`config.mk`:
```
export PLATFORM = sky130hd
export DESIGN_NAME = sad_disparity_search
export DESIGN_NICKNAME = d
export VERILOG_FILES = /design/src/rtl/sad_disparity_search_pkg.sv /design/src/rtl/sad_disparity_search_row_sad.sv /design/src/rtl/sad_disparity_search.sv
export SDC_FILE = /design/constraint.sdc
export NUM_CORES = 2
export LEC_CHECK = 0
export CAP_MARGIN = 20
export CELL_PAD_IN_SITES_DETAIL_PLACEMENT = 0
export CELL_PAD_IN_SITES_GLOBAL_PLACEMENT = 1
export CORE_MARGIN = 4
export CORE_UTILIZATION = 36
export CTS_BUF_LIST = sky130_fd_sc_hd__clkbuf_16
export DETAILED_ROUTE_END_ITERATION = 8
export PLACE_DENSITY = 0.88
export SLEW_MARGIN = 0
export SYNTH_ARGS = -nofsm -noshare
export SYNTH_HDL_FRONTEND = slang
export SYNTH_SLANG_ARGS = --single-unit
```
`constraint.sdc`:
```
create_clock -name clk_in -period 7.5 [get_ports clk_in]
set_input_delay 1.5 -clock clk_in [delete_from_list [all_inputs] [get_ports clk_in]]
set_output_delay 1.5 -clock clk_in [all_outputs]
set_load 0.01 [all_outputs]
```
`src/rtl/sad_disparity_search_pkg.sv`:
```
// Shared types and constants for the stereo SAD disparity search.
// Block geometry is fixed at 6x6 pixels of 8 bits.
package stereo_pkg;
  localparam int BLOCK_SIZE = 6;
  localparam int PIX_W      = 8;
  localparam int ROW_W      = 48;
  localparam int SAD_W      = 14;
  localparam int ROW_SAD_W  = 11;

  typedef logic [BLOCK_SIZE-1:0][ROW_W-1:0] block_t;
  typedef logic [SAD_W-1:0]                 sad_t;
  typedef logic [ROW_SAD_W-1:0]             row_sad_t;

  typedef enum logic [2:0] {
    S_IDLE,
    S_REQ,
    S_ACC,
    S_CMP,
    S_DONE
  } search_state_t;

  function automatic logic [PIX_W-1:0] abs_diff(input logic [PIX_W-1:0] a,
                                                input logic [PIX_W-1:0] b);
    return (a > b) ? (a - b) : (b - a);
  endfunction
endpackage

```
`src/rtl/sad_disparity_search_row_sad.sv`:
```
// Combinational SAD of one 6-pixel row pair (max 6*255 = 1530).
module row_sad
  import stereo_pkg::*;
(
  input  logic [ROW_W-1:0] i_row_a,
  input  logic [ROW_W-1:0] i_row_b,
  output row_sad_t         o_sad
);
  logic [PIX_W-1:0] w_ad [BLOCK_SIZE];

  always_comb begin
    for (int k = 0; k < BLOCK_SIZE; k++) begin
      w_ad[k] = abs_diff(i_row_a[PIX_W*k +: PIX_W], i_row_b[PIX_W*k +: PIX_W]);
    end
  end

  assign o_sad = (row_sad_t'(w_ad[0]) + row_sad_t'(w_ad[1]))
               + (row_sad_t'(w_ad[2]) + row_sad_t'(w_ad[3]))
               + (row_sad_t'(w_ad[4]) + row_sad_t'(w_ad[5]));
endmodule

```
`src/rtl/sad_disparity_search.sv`:
```
// Stereo block matcher: sweeps disparities for one 6x6 left block, keeps min SAD.
// Optional macro SAD_CONFIDENCE_EN gates disp_valid_out on min SAD <= SAD_THRESH.
module sad_disparity_search
  import stereo_pkg::*;
#(
  parameter  int MAX_DISP   = 16,
  parameter  int SAD_THRESH = 2000,
  localparam int DISP_W     = $clog2(MAX_DISP)
) (
  input  logic              clk_in,
  input  logic              rst_n_in,
  input  logic              start_in,
  input  logic [8:0]        x_in,
  input  logic [9:0]        y_in,
  output logic              busy_out,
  output logic              buf_req_out,
  output logic [8:0]        left_x_req_out,
  output logic [8:0]        right_x_req_out,
  output logic [9:0]        y_req_out,
  input  logic              buf_valid_in,
  input  block_t            left_block_in,
  input  block_t            right_block_in,
  output logic              valid_out,
  output logic [DISP_W-1:0] disparity_out,
  output sad_t              min_sad_out,
  output logic              disp_valid_out
);
  if (MAX_DISP < 2 || SAD_THRESH < 0) begin : g_param_check
    $error("sad_disparity_search: MAX_DISP must be >= 2 and SAD_THRESH >= 0");
  end

  search_state_t     r_state, w_next;
  logic [8:0]        r_x;
  logic [9:0]        r_y;
  logic [DISP_W-1:0] r_d, r_best, r_disp_out;
  sad_t              r_min, r_acc, r_min_out;
  logic [2:0]        r_row;
  block_t            r_left, r_right;
  logic              r_valid;

  row_sad_t          w_row_sad;
  logic              w_better, w_last;
  sad_t              w_min_new;
  logic [DISP_W-1:0] w_best_new;

  row_sad u_row_sad (
    .i_row_a (r_left[r_row]),
    .i_row_b (r_right[r_row]),
    .o_sad   (w_row_sad)
  );

  // Strict compare: ties keep the earlier (smaller) disparity.
  assign w_better   = (r_acc < r_min);
  assign w_min_new  = w_better ? r_acc : r_min;
  assign w_best_new = w_better ? r_d : r_best;
  // Stop at the last candidate or before d would exceed x (left image edge).
  assign w_last = (r_d == DISP_W'(MAX_DISP - 1)) || ((10'(r_d) + 10'd1) > 10'(r_x));

  always_ff @(posedge clk_in or negedge rst_n_in) begin
    if (!rst_n_in) r_state <= S_IDLE;
    else           r_state <= w_next;
  end

  always_comb begin
    w_next = r_state;
    case (r_state)
      S_IDLE:  if (start_in) w_next = S_REQ;
      S_REQ:   if (buf_valid_in) w_next = S_ACC;
      S_ACC:   if (r_row == 3'd5) w_next = S_CMP;
      S_CMP:   w_next = w_last ? S_DONE : S_REQ;
      S_DONE:  w_next = S_IDLE;
      default: w_next = S_IDLE;
    endcase
  end

  always_ff @(posedge clk_in or negedge rst_n_in) begin
    if (!rst_n_in) begin
      r_x        <= '0;
      r_y        <= '0;
      r_d        <= '0;
      r_best     <= '0;
      r_min      <= '0;
      r_acc      <= '0;
      r_row      <= '0;
      r_left     <= '0;
      r_right    <= '0;
      r_valid    <= 1'b0;
      r_disp_out <= '0;
      r_min_out  <= '0;
    end else begin
      r_valid <= 1'b0;
      case (r_state)
        S_IDLE: if (start_in) begin
          r_x    <= x_in;
          r_y    <= y_in;
          r_d    <= '0;
          r_best <= '0;
          r_min  <= '1;
          r_acc  <= '0;
        end
        S_REQ: if (buf_valid_in) begin
          r_left  <= left_block_in;
          r_right <= right_block_in;
          r_row   <= '0;
        end
        S_ACC: begin
          r_acc <= r_acc + sad_t'(w_row_sad);
          r_row <= r_row + 3'd1;
        end
        S_CMP: begin
          r_min  <= w_min_new;
          r_best <= w_best_new;
          if (w_last) begin
            r_valid    <= 1'b1;
            r_disp_out <= w_best_new;
            r_min_out  <= w_min_new;
          end else begin
            r_d   <= r_d + 1'b1;
            r_acc <= '0;
          end
        end
        default: ;
      endcase
    end
  end

`ifdef SAD_CONFIDENCE_EN
  logic r_conf;

  always_ff @(posedge clk_in or negedge rst_n_in) begin
    if (!rst_n_in)                   r_conf <= 1'b0;
    else if (r_state == S_CMP && w_last) r_conf <= (w_min_new <= sad_t'(SAD_THRESH));
  end

  assign disp_valid_out = r_conf;
`else
  assign disp_valid_out = r_valid;
`endif

  assign busy_out        = (r_state != S_IDLE);
  assign buf_req_out     = (r_state == S_REQ);
  assign left_x_req_out  = r_x;
  assign right_x_req_out = r_x - 9'(r_d);
  assign y_req_out       = r_y;
  assign valid_out       = r_valid;
  assign disparity_out   = r_disp_out;
  assign min_sad_out     = r_min_out;
endmodule

```
==> flow_summary.yaml <==
timing:
  relSlewSlack: 0.157
  worst_pin_slew_ps: 1260
  drv_slew: 0
  max_freq_ghz: 0.137
  hold_violations: 0
  fin_crit_sh: 0.972
  setup_viol: 0
  min_period_ps: 7290
  clock_skew_ps: 27.4
cells_and_area:
  syn2layout_area_growth_pct: 34.2
  final_cell_mix: "1,867 x nand2_1, 654 x dfrtp_1, 647 x clkdlybuf4s50_1, 190 x inv_1, 152 x ha_1"
  final_util: 0.488
  fillers: 9005
  multi_input_area_mm2: 0.0180
  final_nets: 5496
  drive_gt1_frac: 0.107
  final-seq-area_mm2: 0.0164
  final_common_cell: "nand2_1"
drt:
  avgViaCountPerCell: 4.94
  wl_per_cell_um: 19.4
  drtPass1Iterations: 5
  vias: 29956
  postRouteAntennaNets: 0
  drt_iter0_markers: 2203
  wl_um: 117000
  route.detailed.drc: 0
synth:
  synth_cell_types: 64
  ys_seq_area_frac: 0.466
  syn_area_mm2: 0.0352
  async_reset_ff_frac: 1.00
  synthFlopType: "dfrtp_1"
  yosys_warnings: 0
  synthCells: 4028
  avgSynthCellArea_um2: 8.75
  syn-num-nets: 4813
  synth_seq_cells: 656
  synth_edf_count: 0
floorplanning:
  die_y_um: 321
  die_w_um: 321
  initial_utilization: 0.364
  num_rows: 114
  die_area_mm2: 0.103
  io_pins: 649
  core-area_mm2: 0.0969
critical_path:
  required_ps: 8040
  r2r.worst_path.cells: 35
  critPathMaxStageDelay_ps: 550
  rr_startpoint: "r_row[0]"
  crit_type: "reg2reg"
  end_kind: "register"
  crit_arrival_ps: 7830
  critPathLaunch: "r_row[0]"
  startpoint_type: "register"
  path_max_fanout: 6
  cp_slowest_cell: "fa_1"
  reg2reg_to: "r_acc[11]"
  cp_common_cell: "a21oi_2"
  r2r_slack_ps: 210
job:
  cap_violations: 0
placed_design:
  place.gp.congestion: 0.885
  dp_hpwl_um: 85600
  io_buffers: 648
clocking:
  cts_htree_levels: 3
  cts_tree: "built"
  path_clk_slew_ps: 70
  cts_max_path_buffers: 3
  numCtsBuffers: 76
  hold_buffers: 0
  ctsRootBufferMaster: "clkbuf_16"
  cts.sinks: 656
  clock_latency_ps: 640
min_path:
  hold_depth: 2
  hold-path-endpoint: "r_left[123]"
  min_path_type: "reg2reg"
  hp-start: "r_left[123]"
global_routing:
  grt_pass1_wl_um: 175000
  grt_pass1_vias: 29988
  antenna_found_initial: 22
  grt_max_degree: 228
  grt_overflow: 0
  track_usage: 0.218
run_status:
  outcome: "complete, no violations"
sequential cells by signal, indices dropped and copies added (netlist names), 4 cells and up:
register,cells
r_d,4
r_right,288
r_acc,14
r_left,288
y_req_out,10
r_min,14
r_best,4
min_sad_out,14
left_x_req_out,9
disparity_out,4
area by class of cell:
class / count / area share
well taps: 1276 / 0.0338
clock buffers: 76 / 0.0402
diodes: 16 / 0.000847
inverters: 175 / 0.0139
multi-input cells: 2994 / 0.381
repair buffers: 808 / 0.172
clock inverters: 59 / 0.0109
flip-flops and latches: 656 / 0.347
routing by layer:
layer  global-route usage  vias up  routed length (um)
met5                    0        -                  52
met3               0.0381      156                6160
met4               0.0620        8                2940
met2                0.372      783               57500
met1                0.288    14677               50800
li1                     -    14332                   -
metrics by stage:
step           TNS, ps  hold slack, ps  std cells  instance area, um^2  setup WS (ps)
6_report             0             467       6060                47300            212
5_1_grt           -173             482       6055                47300          -74.2
4_1_cts              0             472       6004                46300        0.00799
3_5_place_dp      -212             457       5860                43700           -151
3_3_place_gp   -0.0604             453       5860                43700        -0.0604
2_1_floorplan        0             440       4028                35200           51.6
critical path: cells and delay by family (launching register included):
family          cells  cell delay, ps
fa+ha+maj           6            2220
compound gates     10            1400
buf+inv             8             980
simple gates        6             950
mux                 2             590
xor+xnor            3             540
flops               1             500
timing repair:
| action | CTS | global route |
|---|---|---|
| hold endpoints to repair | 0 | 0 |
| gates resized for setup | 22 | 126 |
| setup endpoints to repair | 2 | 7 |
| cloned | 1 | 4 |
| buffers inserted | 8 | 36 |
| pin swaps | 6 | 39 |
synth_stat cells (3+ instances only):
master,n,area share
nand2_1,1869,0.20
dfrtp_1,656,0.47
inv_1,174,0.019
clkbuf_1,165,0.018
ha_1,159,0.056
a21oi_1,153,0.022
mux2i_1,137,0.039
nor2_1,126,0.013
o21ai_0,112,0.016
mux4_2,96,0.061
xnor2_1,48,0.012
a21o_1,35,0.0075
xor2_1,30,0.0075
fa_1,27,0.015
buf_1,18,0.0019
buf_2,18,0.0026
nand3_1,16,0.0023
nor2b_1,16,0.0028
nand2b_1,15,0.0027
o21bai_1,13,0.0028
and3_1,11,0.0020
mux2_2,11,0.0035
a211oi_1,10,0.0021
o21a_1,10,0.0021
and4_1,9,0.0022
a21boi_0,8,0.0017
nor3_1,6,0.00085
nand3b_1,5,0.0011
nand4_1,5,0.00089
o211ai_1,5,0.0011
o221ai_1,5,0.0012
a221oi_1,4,0.00099
and2_1,4,0.00071
and3b_1,4,0.00099
o21ai_2,4,0.00099
or3_1,4,0.00071
a21bo_2,3,0.00085
a22o_1,3,0.00075
or2_2,3,0.00053
worst max path at each step:
stage / depth (start not counted) / slack [ps] / endpoint
2_1_floorplan: 32 / 50 / r_acc[13]
3_3_place_gp: 31 / -0.06 / r_acc[13]
3_5_place_dp: 31 / -150 / r_acc[13]
4_1_cts: 32 / 0.008 / r_acc[13]
5_1_grt: 34 / -70 / r_acc[11]
6_report: 35 / 210 / r_acc[11]
kinds of logic after synthesis:
group           synth area share
compound gates            0.0659
xor+xnor                  0.0194
fa+ha+maj                 0.0718
buf+inv                   0.0411
flops                      0.466
mux                        0.105
simple gates               0.231
Power is not shown: default switching activity piles up to over one toggle a cycle in this logic, so the estimate is an artifact.
